`config.mk`:
```
export PLATFORM = sky130hd
export DESIGN_NAME = tone_gen
export DESIGN_NICKNAME = d
export VERILOG_FILES = /design/src/rtl/tone_gen.sv
export SDC_FILE = /design/constraint.sdc
export NUM_CORES = 1
export LEC_CHECK = 0
export CORE_ASPECT_RATIO = 2
export CORE_MARGIN = 1
export CORE_UTILIZATION = 55
export DETAILED_ROUTE_END_ITERATION = 7
export PLACE_DENSITY = 0.77
export SETUP_SLACK_MARGIN = 0.4
export SYNTH_ARGS = -nofsm -noshare
export SYNTH_HDL_FRONTEND = slang
export SYNTH_SLANG_ARGS = --single-unit
```
`constraint.sdc`:
```
create_clock -name CLK -period 2 [get_ports CLK]
set_input_delay 0.4 -clock CLK [delete_from_list [all_inputs] [get_ports CLK]]
set_output_delay 0.4 -clock CLK [all_outputs]
set_load 0.03 [all_outputs]
```
`src/rtl/tone_gen.sv`:
```
// tone_gen: 50%-duty square-wave tone from a 4-bit note code.
// Pitch changes and release only take effect at full-period boundaries.
module tone_gen #(
    parameter int CLK_HZ = 100_000_000,
    parameter int DIV_W  = 18
) (
    input  logic       CLK,
    input  logic       RESET,
    input  logic [3:0] note,
    output logic       aud_pwm,
    output logic       aud_sd,
    output logic [3:0] cur_note,
    output logic       period_start
);

    typedef enum logic {
        IDLE,
        PLAY
    } state_t;

    function automatic logic [63:0] fchz(input int n);
        logic [63:0] f;
        case (n)
            1:       f = 64'd26163;
            2:       f = 64'd29366;
            3:       f = 64'd32963;
            4:       f = 64'd34923;
            5:       f = 64'd39200;
            6:       f = 64'd44000;
            7:       f = 64'd49388;
            8:       f = 64'd52325;
            default: f = 64'd0;
        endcase
        return f;
    endfunction

    // Table holds HALF-1 so a reload lands directly in the down-counter.
    logic [DIV_W-1:0] half_m1 [16];

    for (genvar i = 0; i < 16; i++) begin : g_half
        localparam logic [63:0] F   = fchz(i);
        localparam logic [63:0] H64 =
            (F != 64'd0) ? (64'(CLK_HZ) * 64'd50) / F : 64'd1;
        assign half_m1[i] = DIV_W'(H64 - 64'd1);
    end

    state_t           state, state_nxt;
    logic [DIV_W-1:0] cnt, cnt_nxt;
    logic             pwm, pwm_nxt;
    logic [3:0]       cur, cur_nxt;
    logic             ps, ps_nxt;
    logic             note_ok;

    assign note_ok = (note != 4'd0) && (note <= 4'd8);

    always_ff @(posedge CLK or posedge RESET) begin
        if (RESET) begin
            state <= IDLE;
            cnt   <= '0;
            pwm   <= 1'b0;
            cur   <= 4'd0;
            ps    <= 1'b0;
        end else begin
            state <= state_nxt;
            cnt   <= cnt_nxt;
            pwm   <= pwm_nxt;
            cur   <= cur_nxt;
            ps    <= ps_nxt;
        end
    end

    always_comb begin
        state_nxt = state;
        cnt_nxt   = cnt;
        pwm_nxt   = pwm;
        cur_nxt   = cur;
        ps_nxt    = 1'b0;
        unique case (state)
            IDLE: begin
                if (note_ok) begin
                    state_nxt = PLAY;
                    cur_nxt   = note;
                    cnt_nxt   = half_m1[note];
                    pwm_nxt   = 1'b1;
                    ps_nxt    = 1'b1;
                end
            end
            PLAY: begin
                if (cnt != '0) begin
                    cnt_nxt = cnt - 1'b1;
                end else if (pwm) begin
                    // Low half keeps the sounding pitch regardless of note.
                    pwm_nxt = 1'b0;
                    cnt_nxt = half_m1[cur];
                end else if (note_ok) begin
                    cur_nxt = note;
                    cnt_nxt = half_m1[note];
                    pwm_nxt = 1'b1;
                    ps_nxt  = 1'b1;
                end else begin
                    state_nxt = IDLE;
                    cnt_nxt   = '0;
                    pwm_nxt   = 1'b0;
                    cur_nxt   = 4'd0;
                end
            end
            default: state_nxt = IDLE;
        endcase
    end

    always_comb begin
        aud_pwm      = pwm;
        aud_sd       = (state == PLAY);
        cur_note     = cur;
        period_start = ps;
    end

endmodule

```
==> metrics.md <==
| Metric | Value |
|---|---|
| I/O Buffers | 12 |
| Lkg Pwr | approximately 1.5 nW |
| Placed instance area | about 3300 sq um |
| Core area | between 4000 and 5000 sq um |
| Nets | roughly 420 |
| CP bufs+invs | 3 |
| Asr flop ratio synth | 1.000 |
| Clock Latency Late Sink | about 280 ps |
| Most frequent cells in the layout | buf_4 (89), nor2_1 (28), dfrtp_1 (21) |
| Design Area, Final | roughly 3600 sq um |
| Max-slew headroom | 0.7161 |
| Critical path cell sequence | inv_2 -> ha_4 -> nor4b_4 -> buf_4 -> nand2_4 -> or2_4 -> buf_4 -> o211ai_1 -> o21ai_1 |
| Num rows | 34 |
| Cell repeated most along the worst path | buf_4 |
| Peak supply drop | roughly 670 uV |
| Number of buffers created by CTS | 3 |
| Clock Pin Slew Worst Setup and Hold Paths | roughly 100 ps |
| Drt drc | 0 |
| Crit path time final | 1971 ps |
| Ports | 13 |
| RSZ-0062 raised after global routing | true |
| Layout area overhead | 43.15% |
| Setup violators final | 0 |
| Global-route wire length before repair | 15,770 um |
| Post-Syn Area | between 2000 and 2500 sq um |
| Initial antenna violation count | 0 |
| Fin Setup TNS | 0 ps |
| Clock Sinks | 25 |
| Crit-path leading delay family | simple AND/OR/NAND/NOR gates |
| Slew Limit Fails | 0 |
| Status | complete, no violations |
| Vias in the first global route | approximately 3,100 |
| Syn_area_per_cell | between 7 and 8 sq um |
| Critical path's slowest cell | dfrtp_1 |
| Via density | 6.776 |
| Max Cap Viol | 0 |
| Main synth FF type | dfrtp_1 |
| Post-DR wirelength/cell | ~22 um |
| Synth Register Bits | 25 |
| WS Path Type | reg2reg |
| GRT Util Overall | 0.4299 |
| Final Wtd Congestion | approximately 1 |
| # diodes | 0 |
| Total gr overflow | 0 |
| Htree depth | 1 |
| Critical Path End Type | flop |
| Fmax | between 500 and 600 MHz |
| Worst-path maximum fanout | 11 |
| Syn_nets | roughly 330 |
| CTS tree | done |
| PD cells | about 770 nW/um^2 |
| Hold Crit Class | in2async |
| Startpoint Class | flop |
| Clock buffer depth | 2 |
| Clock skew | ~10 ps |
| Yosys warns | 0 |
| Final ANT Viol Nets | 0 |
| Die area | between 4000 and 5000 sq um |
| Largest net degree at the start of global routing | 31 |
| DR vias | roughly 3,000 |
| CP required | 2150 ps |
| Critical Path AT | 2120 ps |
| Fin. Hold Viols | 0 |
| Post-Syn Instances | roughly 320 |
| Commonest non-fill, non-tap cell in the layout | buf_4 |
| Die H | a little under 100 um |
| Netlist cell types | 67 |
| Share of cells above drive strength 1 | 0.3990 |
| Initial drt markers | 224 |
| Hold_ws | between 400 and 500 ps |
| Tcrit/Tclk final | 0.9856 |
| WL final | just over 10,000 um |
| Seq/Total Area, Yosys | 0.2509 |
| Post-synth EDFFs | 0 |
| Slew of the pin with the lowest slew margin | ~420 ps |
| Initial Utilization | 0.5747 |
| HPWL Detailed | 7221 um |
| Clk root buf | clkbuf_8 |
| DRT Pass-1 Iters | 5 |
| Power Total | about 2.8 mW |
| Critical path's largest stage delay | 420 ps |
| Final Core Density | 0.8227 |
| Die width | 49.61 um |
-- state kept, by name, indices dropped and copies added, names as in the netlist --
signal        flops
cnt              18
period_start      1
cur_note          4
aud_pwm           1
aud_sd            1
-- worst reg2reg max path, cell delays in order, from the launching register on --
cell and delay [ps]:
dfrtp_1 420, inv_2 90, ha_4 130, nor4b_4 170
buf_4 190, nand2_4 80, or2_4 310, buf_4 160
o211ai_1 180, o21ai_1 110
-- power by group --
| group | switching [mW] | total (mW) | internal, mW |
|---|---|---|---|
| Clock | 0.176 | 0.319 | 0.143 |
| Combinational | 0.792 | 1.55 | 0.760 |
| Sequential | 0.235 | 0.889 | 0.654 |
-- cells by family (layout without fill, tap and decap cells) --
kind of cell,Yosys count,in the layout,synth area share
buffers and inverters,39,124,0.06572
xor gates and xnor gates,15,15,0.05268
and+or+nand+nor,99,99,0.2163
DFF,25,25,0.2509
adders and majority gates,10,10,0.04917
muxes,8,8,0.03261
AOI/OAI and AO/OA,120,120,0.3327
-- layout make-up --
| cell class | instances | area (sq um) |
|---|---|---|
| Inverter | 13 | 51.30 |
| Fill cell | 278 | 769.5 |
| Tap cell | 54 | 67.56 |
| Clock buffer | 4 | 45.04 |
| Multi-Input combinational cell | 252 | 1913 |
| Sequential cell | 25 | 630.6 |
| Timing Repair Buffer | 107 | 862.1 |
-- layer usage --
metal	routed length, um	up-vias	GRT usage
met5	0	-	0
met4	800	0	0.2923
met3	718	69	0.06729
met2	5248	212	0.7505
met1	3386	1442	0.4516
li1	-	1360	-
-- Yosys cell counts, types with 2 or more instances --
cell type,instances,area [sq um]
a211oi_1,5,37.54
a21boi_0,5,37.54
a21o_1,2,15.01
a21oi_1,22,110.1
a221oi_1,3,26.28
a2bb2oi_1,2,17.52
a31oi_1,5,31.28
buf_1,4,15.01
buf_2,2,10.01
buf_6,2,22.52
clkbuf_1,18,67.56
dfrtp_1,25,625.6
ha_1,9,112.6
inv_1,12,45.04
mux2i_1,7,70.07
nand2_1,18,67.56
nand2b_1,5,31.28
nand3_1,6,30.03
nand3b_1,4,30.03
nand4_1,2,12.51
nor2_1,30,112.6
nor2b_1,5,31.28
nor3_1,12,60.06
nor4_1,2,12.51
o211ai_1,7,52.55
o21a_1,2,15.01
o21ai_0,23,115.1
o221a_2,2,22.52
o221ai_1,5,43.79
o22a_1,2,17.52
o22ai_1,10,62.56
o2bb2ai_1,2,17.52
o311ai_0,2,17.52
o31ai_1,6,45.04
o32ai_1,2,17.52
or2_2,2,12.51
xnor2_1,10,87.58
xor2_1,5,43.79
-- through the flow --
stage / worst slack, ps / instances
global placement: -292.4 / 439
global route: -33.34 / 455
detailed placement: -311.4 / 439
CTS: 89.20 / 451
finish: 28.79 / 455
floorplan: 103.5 / 316
-- timing repair --
| action | 4_1_cts | 5_1_grt |
|---|---|---|
| endpoints found under the setup margin | 31 | 29 |
| buffers inserted | 8 | 4 |
| pin swaps | 13 | 11 |
| gates resized for setup | 40 | 24 |
| hold buffers | 0 | 0 |
-- final timing paths --
kind | startpoint | end | cells after the start | slack [ps]
max in group asynchronous | RESET | cur_note[2]$_DFFE_PP0P_ | 3 | 1250
worst max-delay path | cnt[1]$_DFFE_PP0P_ | cnt[2]$_DFFE_PP0P_ | 9 | 30
min in group CLK | cnt[16]$_DFFE_PP0P_ | cnt[16]$_DFFE_PP0P_ | 2 | 620
worst min-delay path | RESET | period_start$_DFF_PP0_ | 3 | 470
worst min register to register | cnt[16]$_DFFE_PP0P_ | cnt[16]$_DFFE_PP0P_ | 2 | 620
worst max register to register | cnt[1]$_DFFE_PP0P_ | cnt[2]$_DFFE_PP0P_ | 9 | 30
Power figures use the tool's default switching activity.
